==> src/rtl/counter_seq_ctrl.sv <==
// ============================================================================
// Module   : counter_seq_ctrl
// Purpose  : Command-driven (START/PAUSE/RESUME/STOP) sequencer for a
//            multi-pass WIDTH-bit up-counter with a valid/ready command port.
// Revision : 1.0
// ============================================================================
`default_nettype none

module counter_seq_ctrl #(
  parameter int WIDTH = 4,
  parameter int RW    = 4
) (
  input  logic             clk,
  input  logic             reset,
  input  logic             cmd_valid,
  output logic             cmd_ready,
  input  logic [1:0]       cmd_op,
  input  logic [WIDTH-1:0] cmd_limit,
  input  logic [RW-1:0]    cmd_repeat,
  output logic [WIDTH-1:0] out,
  output logic [RW-1:0]    rep_left,
  output logic             busy,
  output logic             wrap,
  output logic             done,
  output logic             err
);

  localparam logic [1:0] c_op_start  = 2'b00;
  localparam logic [1:0] c_op_pause  = 2'b01;
  localparam logic [1:0] c_op_resume = 2'b10;
  localparam logic [1:0] c_op_stop   = 2'b11;

  typedef enum logic [2:0] {
    S_IDLE  = 3'd0,
    S_LOAD  = 3'd1,
    S_RUN   = 3'd2,
    S_PAUSE = 3'd3,
    S_DONE  = 3'd4
  } state_t;

  state_t           r_state, w_state;
  logic [WIDTH-1:0] r_cnt, w_cnt;
  logic [WIDTH-1:0] r_limit, w_limit;
  logic [RW-1:0]    r_rep, w_rep;
  logic             r_wrap, w_wrap;
  logic             r_done, w_done;
  logic             r_err, w_err;
  logic             w_accept;
  logic             w_advance;

  always_ff @(posedge clk or negedge reset) begin
    if (!reset) begin
      r_state <= S_IDLE;
      r_cnt   <= '0;
      r_limit <= '0;
      r_rep   <= '0;
      r_wrap  <= 1'b0;
      r_done  <= 1'b0;
      r_err   <= 1'b0;
    end else begin
      r_state <= w_state;
      r_cnt   <= w_cnt;
      r_limit <= w_limit;
      r_rep   <= w_rep;
      r_wrap  <= w_wrap;
      r_done  <= w_done;
      r_err   <= w_err;
    end
  end

  always_comb begin
    w_accept  = cmd_valid && (r_state != S_LOAD);
    w_state   = r_state;
    w_cnt     = r_cnt;
    w_limit   = r_limit;
    w_rep     = r_rep;
    w_wrap    = 1'b0;
    w_done    = 1'b0;
    w_err     = 1'b0;
    w_advance = 1'b0;

    case (r_state)
      S_IDLE, S_DONE: begin
        if (w_accept) begin
          case (cmd_op)
            c_op_start: begin
              w_state = S_LOAD;
              w_cnt   = '0;
              w_limit = cmd_limit;
              w_rep   = (cmd_repeat == '0) ? RW'(1) : cmd_repeat;
            end
            c_op_stop: begin
              w_state = S_IDLE;
              w_cnt   = '0;
              w_rep   = '0;
            end
            default: w_err = 1'b1;
          endcase
        end
      end
      S_LOAD: w_state = S_RUN;
      S_RUN: begin
        w_advance = 1'b1;
        if (w_accept) begin
          case (cmd_op)
            c_op_pause: begin
              w_state   = S_PAUSE;
              w_advance = 1'b0;
            end
            c_op_stop: begin
              w_state   = S_IDLE;
              w_cnt     = '0;
              w_rep     = '0;
              w_advance = 1'b0;
            end
            default: w_err = 1'b1;
          endcase
        end
        // An illegal command still lets the counter advance this edge.
        if (w_advance) begin
          if (r_cnt < r_limit) begin
            w_cnt = r_cnt + WIDTH'(1);
          end else if (r_rep > RW'(1)) begin
            w_cnt  = '0;
            w_rep  = r_rep - RW'(1);
            w_wrap = 1'b1;
          end else begin
            w_state = S_DONE;
            w_rep   = '0;
            w_done  = 1'b1;
          end
        end
      end
      S_PAUSE: begin
        if (w_accept) begin
          case (cmd_op)
            c_op_resume: w_state = S_RUN;
            c_op_stop: begin
              w_state = S_IDLE;
              w_cnt   = '0;
              w_rep   = '0;
            end
            default: w_err = 1'b1;
          endcase
        end
      end
      default: w_state = S_IDLE;
    endcase
  end

  assign cmd_ready = (r_state != S_LOAD);
  assign busy      = (r_state == S_LOAD) || (r_state == S_RUN) || (r_state == S_PAUSE);
  assign out       = r_cnt;
  assign rep_left  = r_rep;
  assign wrap      = r_wrap;
  assign done      = r_done;
  assign err       = r_err;

endmodule

`default_nettype wire

==> config.mk <==
export PLATFORM = sky130hd
export DESIGN_NAME = counter_seq_ctrl
export DESIGN_NICKNAME = d
export VERILOG_FILES = /design/src/rtl/counter_seq_ctrl.sv
export SDC_FILE = /design/constraint.sdc
export NUM_CORES = 1
export LEC_CHECK = 0
export ABC_CLOCK_PERIOD_IN_PS = 2500
export BUFFER_PORTS_ARGS = -buffer_cell sky130_fd_sc_hd__buf_2
export CAP_MARGIN = 15
export CELL_PAD_IN_SITES_DETAIL_PLACEMENT = 1
export CELL_PAD_IN_SITES_GLOBAL_PLACEMENT = 2
export CORE_ASPECT_RATIO = 1.25
export CORE_MARGIN = 2
export CORE_UTILIZATION = 31
export DETAILED_ROUTE_END_ITERATION = 8
export PLACE_DENSITY = 0.83
export SYNTH_ARGS = -nofsm -noshare
export SYNTH_HDL_FRONTEND = slang
export SYNTH_SLANG_ARGS = --single-unit
==> constraint.sdc <==
create_clock -name clk -period 2.5 [get_ports clk]
set_input_delay 0.125 -clock clk [delete_from_list [all_inputs] [get_ports clk]]
set_output_delay 0.125 -clock clk [all_outputs]
set_load 0.05 [all_outputs]
* Word-level counts from Yosys, hierarchy flattened
Index checks and enable logic that the tools add are counted.
Storage, ports and cells: flip-flop bits (word level) 18, input bits 13, word-level logic and storage cells 83
Operators by class: $add $sub $neg 2, $lt $le $gt $ge 2, equal/unequal tests 13, multiplexer cells 44, reductions and logical operators 15
Operators with widths (count):
- $mux 4 | 14
- $pmux 4 s3 | 2
- $mux 3 | 6
- $pmux 3 s2 | 3
- $mux 1 | 16
- $pmux 3 s4 | 1
- $reduce_and 3->1 | 3
- $pmux 4 s2 | 1
- $reduce_or 2->1 | 4
- $eq 3x2->1 const B | 2
- $ne 2x2->1 const B | 3
- $ne 3x1->1 const B | 2
- $add 4x1->4 const B | 1
- $eq 2x2->1 const B | 2
- $gt 4x1->1 const B | 1
- $logic_not 4->1 | 1
- $lt 4x4->1 | 1
- $reduce_and 4->1 | 1
- $sub 4x1->4 const B | 1
- $eq 3x1->1 const B | 1
- $eq 3x3->1 const B | 1
- $logic_not 3->1 | 1
- $ne 3x2->1 const B | 1
- $pmux 1 s3 | 1
- 5 further kinds | 6

* Longest topological paths before layout
Gate-level depths: netlist of the first run.
depth in word-level cells 7, mapped depth 7, mapped depth without buffers 7

* Worst setup path after synthesis of the first run
Ideal clock, no wire load.
path type register -> register, from register r_cnt[2] (netlist: out[2]), to register r_cnt[2] (netlist: out[2]), library setup time 0.138 ns, arrival 1.906 ns, path slack 0.457 ns, cell stages (with the launch flop) 7, period minus slack after synthesis 2.043 ns, cell sequence dfrtp_1 ha_1 o21ai_0 or2b_1 a311oi_1 o21a_1 o221ai_1
Between the ends: cells in the longest elaborated chain, start to end 6, elaborated cells on any way between the ends 8, those cells by class 1 x add/sub; 1 x order compare; 6 x mux
Ends and longest elaborated chain:
- start: declaration | RTL line 42 | logic [WIDTH-1:0] r_cnt, w_cnt;
- start signal: assignment | RTL line 62 | r_cnt <= w_cnt;
- branches (longest 5 deep; another with $add 4x1->4)
- $pmux 4 s3 * | RTL line 82 | case (r_state)
Every way passes the cells marked *. A chain may end at the register's enable or synchronous reset.

* Worst setup path after layout of the first run
from register r_state[1], to register r_rep[1] (netlist: rep_left[1])
Between the ends: cells in the longest elaborated chain, start to end 6, elaborated cells on any way between the ends 17, those cells by class 6 x eq/ne; 6 x mux; 5 x reduce/logical
Ends and longest elaborated chain:
- start: declaration | RTL line 41 | state_t r_state, w_state;
- start signal: assignment | RTL line 61 | r_state <= w_state;
- $ne 3x1->1 | RTL line 72 | w_accept = cmd_valid && (r_state != S_LOAD);
- $logic_and 1x1->1 | RTL line 72
- $mux 4 / $mux 1 (equally long branches)
- $mux 4 / $mux 1 (equally long branches) | RTL line 121, 82
- $mux 4 | RTL line 120 | if (w_advance) begin
- $pmux 4 s3 | RTL line 82
- end signal: assignment | RTL line 64 | r_rep <= w_rep;
- end: declaration | RTL line 44 | logic [RW-1:0] r_rep, w_rep;
Parallel ways exist; a longest one is shown, timed or not. The select of a mux whose other input is x is not followed.

==> results by group, run 1 <==
Status
  – Status: complete, no violations

Drt
  – Pre-Repair DR Iteration Count: 4
  – Mean routed wirelength per cell: 15.0 um
  – Via-to-Cell Ratio: 5.34
  – Via count: 1,004
  – Total wire length: 2810 um
  – DR DRC count: 0
  – Post-route ant nets: 0
  – Initial DRC count: 31

Cells and area
  – Area growth syn-to-layout: 19.6%
  – Diode count: 0
  – Layout cells sized above 1: 23.5%
  – Cell area after layout: 0.00136 mm^2
  – Nets: 173

Timing
  – Hold_ws: 0.0810 ns
  – Post-Route Skew: 0.00144 ns
  – Fin crit share: 79.0%
  – Setup TNS: 0 ns
  – RSZ-0062 raised after global routing: false
  – Fin worst setup slack: 0.525 ns
  – Fmax: 506 MHz
  – Max transition margin: 70.9%
  – Final min period: 1.98 ns
  – Max-slew violation count: 0
  – Final setup fails: 0
  – Measured slew at the worst slew-check pin: 0.426 ns
  – Final hold viol count: 0

Logic synthesis
  – Async S/R FF share, synth: 100%
  – Post-synthesis instance total: 123
  – #FFs+latches synth: 18
  – Yosys cell types: 44
  – Post-synth EDFFs: 0
  – Mapped Area: 0.00114 mm^2
  – Register area share after synthesis: 39.5%
  – Avg Inst Size Synth: 9.27 um^2
  – Mapped Nets: 146
  – Primary FF master, synth: dfrtp_1
  – YS warnings: 0

Critical path
  – Kind of critical path: reg2reg
  – CP max-delay cell: or4b_4
  – FF-to-FF path depth: 4
  – R2r setup slk: 0.52 ns
  – CP Launch Type: register
  – Critical path arrival: 2.11 ns
  – Max incr delay on CP: 0.60 ns
  – Crit Path Max Fanout: 8
  – CP cell instances: or4b_4 > a211oi_2 > a32oi_1 > a221o_1
  – Worst r2r src: r_state[1]
  – FF-to-FF End: rep_left[1]
  – CP Data Required Time: 2.64 ns
  – Worst setup EP type: register

Clock network
  – H-Tree Level Count: 1
  – Post-CTS Resized: 0
  – Worst skew pair latency: 0.25 ns
  – Root buffer cell: clkbuf_8
  – Clock buffer depth: 2
  – Clock sink total: 18
  – CTS tree: built
  – Reg clk slew, reported paths: 0.07 ns
  – Post-CTS Hold Buffers: 1
  – # Post-CTS Setup Buffers: 0
  – Cts bufs inserted: 3

GRT
  – Overflow after GRT: 0
  – Vias in the first global route: 1,058
  – Largest net degree at the start of global routing: 19
  – Gr usage total: 14.6%
  – Initial antenna violation count: 0
  – First-pass GRT wire length: 4860 um

Placed design
  – HPWL Detailed: 2290 um
  – Routability cong.: 0.761
  – Place WS: 0.408 ns
  – DP Area: 0.00130 mm^2
  – PortBufs: 25

Power
  – Final total power: 1.88 mW
  – Pleak: 0.690 nW
  – VDD IR-drop max: 0.000618 V
  – Share of power burned in registers: 27.4%
  – Switching share of total power: 50.6%
  – Power Density: 1380 mW/mm^2
  – Clock group share of total power: 12.7%
  – Comb pwr share: 59.9%
  – Switching pwr: 0.951 mW
  – P_int: 0.928 mW

Die
  – Die width: 58.2 um
  – Rows: 24
  – Die H: 71.8 um
  – Die Footprint: 0.00418 mm^2
  – Core area: 0.00351 mm^2
  – Num ports: 26
  – Initial Utilization: 32.4%

Worst hold path
  – Hold crit path type: in2reg
  – Hold depth: 3
  – Hold endpoint: r_limit[1]
  – Start point of the worst hold path: cmd_limit[1]

Run
  – Max-Cap Viols: 0
-- routing by layer --
| metal | routed length [um] | global-route usage, % | part of all wire, % | vias to the layer above |
|---|---|---|---|---|
| met5 | 0 | 0 | 0 | - |
| met2 | 1540 | 27.3 | 55 | 16 |
| met4 | 0 | 2.33 | 0 | 0 |
| met1 | 1190 | 18.1 | 42 | 495 |
| met3 | 80 | 1.62 | 2.8 | 0 |
| li1 | - | - | - | 493 |
-- how the worst max path moves through the flow --
stage,endpoint,startpoint
after floorplan,out[2],out[2]
after global placement,rep_left[1],cmd_op[0]
after detailed placement,rep_left[1],cmd_op[0]
after CTS,rep_left[1],r_state[1]
after global routing,out[2],out[2]
final,rep_left[1],r_state[1]
-- layout by cell type (no fill, tap or decap), drive strengths merged, types with 2 or more instances in the layout --
cell type / synthesis / routed
or3: 2 / 2
a31oi: 2 / 2
nor3: 4 / 4
a21oi: 3 / 3
nand3: 2 / 2
nand2b: 4 / 4
o21ai: 7 / 7
o22ai: 2 / 2
buf: 1 / 26
nor2b: 3 / 3
clkbuf: 4 / 4
ha: 10 / 10
nor2: 8 / 8
nand2: 9 / 9
a211oi: 2 / 2
inv: 13 / 13
nand4: 3 / 3
o21a: 2 / 2
dfrtp: 18 / 18
-- cell families after synthesis --
logic type | after synthesis | share of synthesized area [%]
and+or+nand+nor | 41 | 19.3
adders and majority gates | 10 | 11.0
AOI/OAI and AO/OA | 33 | 21.3
buffers and inverters | 18 | 6.26
xor gates and xnor gates | 1 | 0.769
muxes | 2 | 1.87
DFF | 18 | 39.5
-- Yosys cell counts (all sizes together) (2+ instances only) --
library cell	instances	share of area, %
nand3	2	0.88
nor2	8	2.6
nand2b	4	2.2
nor3	4	1.8
dfrtp	18	40
a21oi	3	1.3
ha	10	11
o21a	2	1.3
a211oi	2	1.8
a31oi	2	1.1
clkbuf	4	1.3
nand4	3	1.6
nor2b	3	1.6
o22ai	2	1.1
inv	13	4.3
or3	2	1.1
nand2	9	3.0
o21ai	7	3.1
-- critical path: cells and delay by family, from the launching register on --
kind | cells | cell delay, ns
AO/OA/AOI/OAI | 3 | 0.81
flip-flops | 1 | 0.46
AND/OR/NAND/NOR | 1 | 0.60
-- layout make-up --
type	instances	area, um^2
multi-input combinational	87	618
sequential	18	450
tap	39	48.8
clock buffer	4	55.1
timing repair buffer	27	143
inverter	13	48.8
fill	432	2150
-- stage by stage --
| stage | util [%] | instances |
|---|---|---|
| after floorplan | - | 123 |
| after global placement | 37.0 | 183 |
| after detailed placement | 37.0 | 183 |
| after CTS | 38.8 | 188 |
| after global routing | 38.8 | 188 |
| final | 38.8 | 188 |
-- registers in the layout, indices dropped and copies added (netlist names) --
register / flops
wrap: 1
done: 1
r_limit: 4
r_state: 3
err: 1
rep_left: 4
out: 4
-- power groups by stage --
stage / combinational, mW / sequential, mW / clock (mW)
final: 1.12 / 0.515 / 0.238
after global routing: 1.24 / 0.539 / 0.258
after CTS: 1.14 / 0.520 / 0.244
after detailed placement: 1.13 / 0.525 / 0
after global placement: 1.10 / 0.518 / 0
after floorplan: 0.662 / 0.708 / 0
(Power assumes the default switching activity.)
==> run 2, diff against run 1 <==
--- a/config.mk
+++ b/config.mk
@@ -5,7 +5,7 @@
 export SDC_FILE = /design/constraint.sdc
 export NUM_CORES = 1
 export LEC_CHECK = 0
-export ABC_CLOCK_PERIOD_IN_PS = 2500
+export ABC_CLOCK_PERIOD_IN_PS = 2000
 export BUFFER_PORTS_ARGS = -buffer_cell sky130_fd_sc_hd__buf_2
 export CAP_MARGIN = 15
 export CELL_PAD_IN_SITES_DETAIL_PLACEMENT = 1
==> constraint.sdc (replaced) <==
create_clock -name clk -period 2 [get_ports clk]
set_input_delay 0.1 -clock clk [delete_from_list [all_inputs] [get_ports clk]]
set_output_delay 0.1 -clock clk [all_outputs]
set_load 0.05 [all_outputs]
==> run 2 against run 1 <==
  * Flip-flop and latch count unchanged
  * Sequential share of layout area down 1.8 points
  * Critical endpoint is now rep_left[2]
  * Worst hold slack got worse by 0.030 ns
  * Global-route usage is 1.7 points higher
  * Count of clock-buffer cells in the layout unchanged
==> results by group, run 2 (synthesis results as in run 1) <==
Die
  – Die H: 71.8 um (unchanged)
  – Initial Utilization: 32.4% (unchanged)
  – Die width: 58.2 um (unchanged)
  – Num ports: 26 (unchanged)
  – Rows: 24 (unchanged)
  – Core area: 0.00351 mm^2 (unchanged)
  – Die Footprint: 0.00418 mm^2 (unchanged)

Status
  – Status: complete, no violations (unchanged)

Cells and area
  – Diode count: 0 (unchanged)
  – Area growth syn-to-layout: 27.3% (was 19.6%)
  – Nets: 181 (was 173)
  – Layout cells sized above 1: 32.5% (was 23.5%)
  – # fillers: 418 (was 432)
  – Register area: 453 um^2 (was 450 um^2)
  – Commonest non-fill, non-tap cell in the layout: buf_2 (unchanged)
  – Area of the multi-input gates: 653 um^2 (was 618 um^2)
  – Most frequent cells in the layout: buf_2 (25), dfrtp_1 (16), inv_1 (12) (was buf_2 (25), dfrtp_1 (18), inv_1 (13))

Timing
  – Final hold viol count: 0 (unchanged)
  – Fin crit share: 94.8% (was 79.0%)
  – Max transition margin: 70.4% (was 70.9%)
  – Max-slew violation count: 0 (unchanged)
  – Post-Route Skew: 0.00618 ns (was 0.00144 ns)
  – Fmax: 528 MHz (was 506 MHz)
  – Final setup fails: 0 (unchanged)
  – Hold_ws: 0.0515 ns (was 0.0810 ns)
  – Final min period: 1.90 ns (was 1.98 ns)
  – RSZ-0062 raised after global routing: false (unchanged)
  – Measured slew at the worst slew-check pin: 0.432 ns (was 0.426 ns)
  – Setup TNS: 0 ns (unchanged)

GRT
  – Largest net degree at the start of global routing: 19 (unchanged)
  – Initial antenna violation count: 0 (unchanged)
  – Overflow after GRT: 0 (unchanged)
  – Vias in the first global route: 1,156 (was 1,058)
  – First-pass GRT wire length: 5180 um (was 4860 um)
  – Gr usage total: 16.3% (was 14.6%)

Run
  – Max-Cap Viols: 0 (unchanged)

Placed design
  – HPWL Detailed: 2330 um (was 2290 um)
  – Routability cong.: 0.756 (was 0.761)
  – PortBufs: 25 (unchanged)

Critical path
  – Crit Path Max Fanout: 5 (was 8)
  – CP max-delay cell: a2111o_1 (was or4b_4)
  – Kind of critical path: reg2reg (unchanged)
  – CP Launch Type: register (unchanged)
  – CP Data Required Time: 2.20 ns (was 2.64 ns)
  – FF-to-FF End: rep_left[2] (was rep_left[1])
  – Crit path launch: out[1] (was r_state[1])
  – CP cell instances: ha_4 > a2111o_1 > a32oi_1 > o21bai_1 > a21o_1 (was or4b_4 > a211oi_2 > a32oi_1 > a221o_1)
  – FF-to-FF path depth: 5 (was 4)
  – Critical path arrival: 2.09 ns (was 2.11 ns)
  – Critical Path Sink: rep_left[2] (was rep_left[1])
  – Worst r2r src: out[1] (was r_state[1])
  – Max incr delay on CP: 0.51 ns (was 0.60 ns)
  – Worst setup EP type: register (unchanged)
  – R2r setup slk: 0.10 ns (was 0.52 ns)

Drt
  – Mean routed wirelength per cell: 15.8 um (was 15.0 um)
  – DR DRC count: 0 (unchanged)
  – Via-to-Cell Ratio: 5.41 (was 5.34)
  – Post-route ant nets: 0 (unchanged)
  – Pre-Repair DR Iteration Count: 4 (unchanged)
  – Via count: 1,060 (was 1,004)
  – Initial DRC count: 27 (was 31)
  – Total wire length: 3090 um (was 2810 um)

Clock network
  – Clock buffer depth: 2 (unchanged)
  – Worst skew pair latency: 0.26 ns (was 0.25 ns)
  – Clock sink total: 18 (unchanged)
  – CTS tree: built (unchanged)
  – Reg clk slew, reported paths: 0.07 ns (about the same)
  – Root buffer cell: clkbuf_8 (unchanged)
  – Cts bufs inserted: 3 (unchanged)
  – H-Tree Level Count: 1 (unchanged)

Power
  – Power Density: 1730 mW/mm^2 (was 1380 mW/mm^2)
  – VDD IR-drop max: 0.000859 V (was 0.000618 V)
  – Final total power: 2.51 mW (was 1.88 mW)
  – Pleak: 0.724 nW (was 0.690 nW)

Worst hold path
  – Hold depth: 3 (unchanged)
  – Hold crit path type: in2reg (unchanged)
## run 2: worst max-delay path, delay by kind of cell, from the launching register on
kind	cells	cell delay, ns
compound gates	4	1.16
fa+ha+maj	1	0.24
flops	1	0.43
## run 2: area by class of cell
cell class                 count  area share (%)
timing repair buffer          35            14.0
inverter                      13            3.36
sequential                    18            31.2
tap                           39            3.36
multi-input combinational     87            45.0
clock buffer                   4            3.10
## run 2: how the worst min path moves through the flow
stage,from,endpoint,slack [ns]
2_1_floorplan,reset,done,-0.20
3_3_place_gp,reset,wrap,0.07
3_5_place_dp,reset,out[3],0.07
4_1_cts,cmd_limit[3],r_limit[3],0.05
5_1_grt,cmd_limit[2],r_limit[2],0.06
6_report,cmd_limit[3],r_limit[3],0.05
## run 2: what timing repair did
action,in CTS,in global routing
endpoints found under the setup margin,1,10
hold buffers,1,0
hold endpoints to repair,18,0
setup buffers,0,1
gates resized for setup,1,7
pin swaps,1,4
## run 2: metal layers
metal	global-route usage [%]	wire length [um]
met1	17.9	1310
met2	30.4	1670
met3	1.62	65
met4	7.75	50
met5	0	0
## run 2: power breakdown
part / switching, mW / internal (mW) / leakage (nW) / total, mW
logic: 1.02 / 0.584 / 0.472 / 1.60
clock network: 0.128 / 0.142 / 0.0228 / 0.270
registers: 0.122 / 0.514 / 0.229 / 0.636
## run 2: metrics by stage
stage / instances / area, um^2 / util (%) / worst slack (ns)
after global placement: 190 / 1350 / 38.5 / 0.0716
after CTS: 195 / 1420 / 40.3 / 0.0119
final: 196 / 1450 / 41.3 / 0.104
after floorplan: 123 / 1140 / - / 0.0469
after global routing: 196 / 1450 / 41.3 / 0.0358
after detailed placement: 190 / 1350 / 38.5 / 0.0166
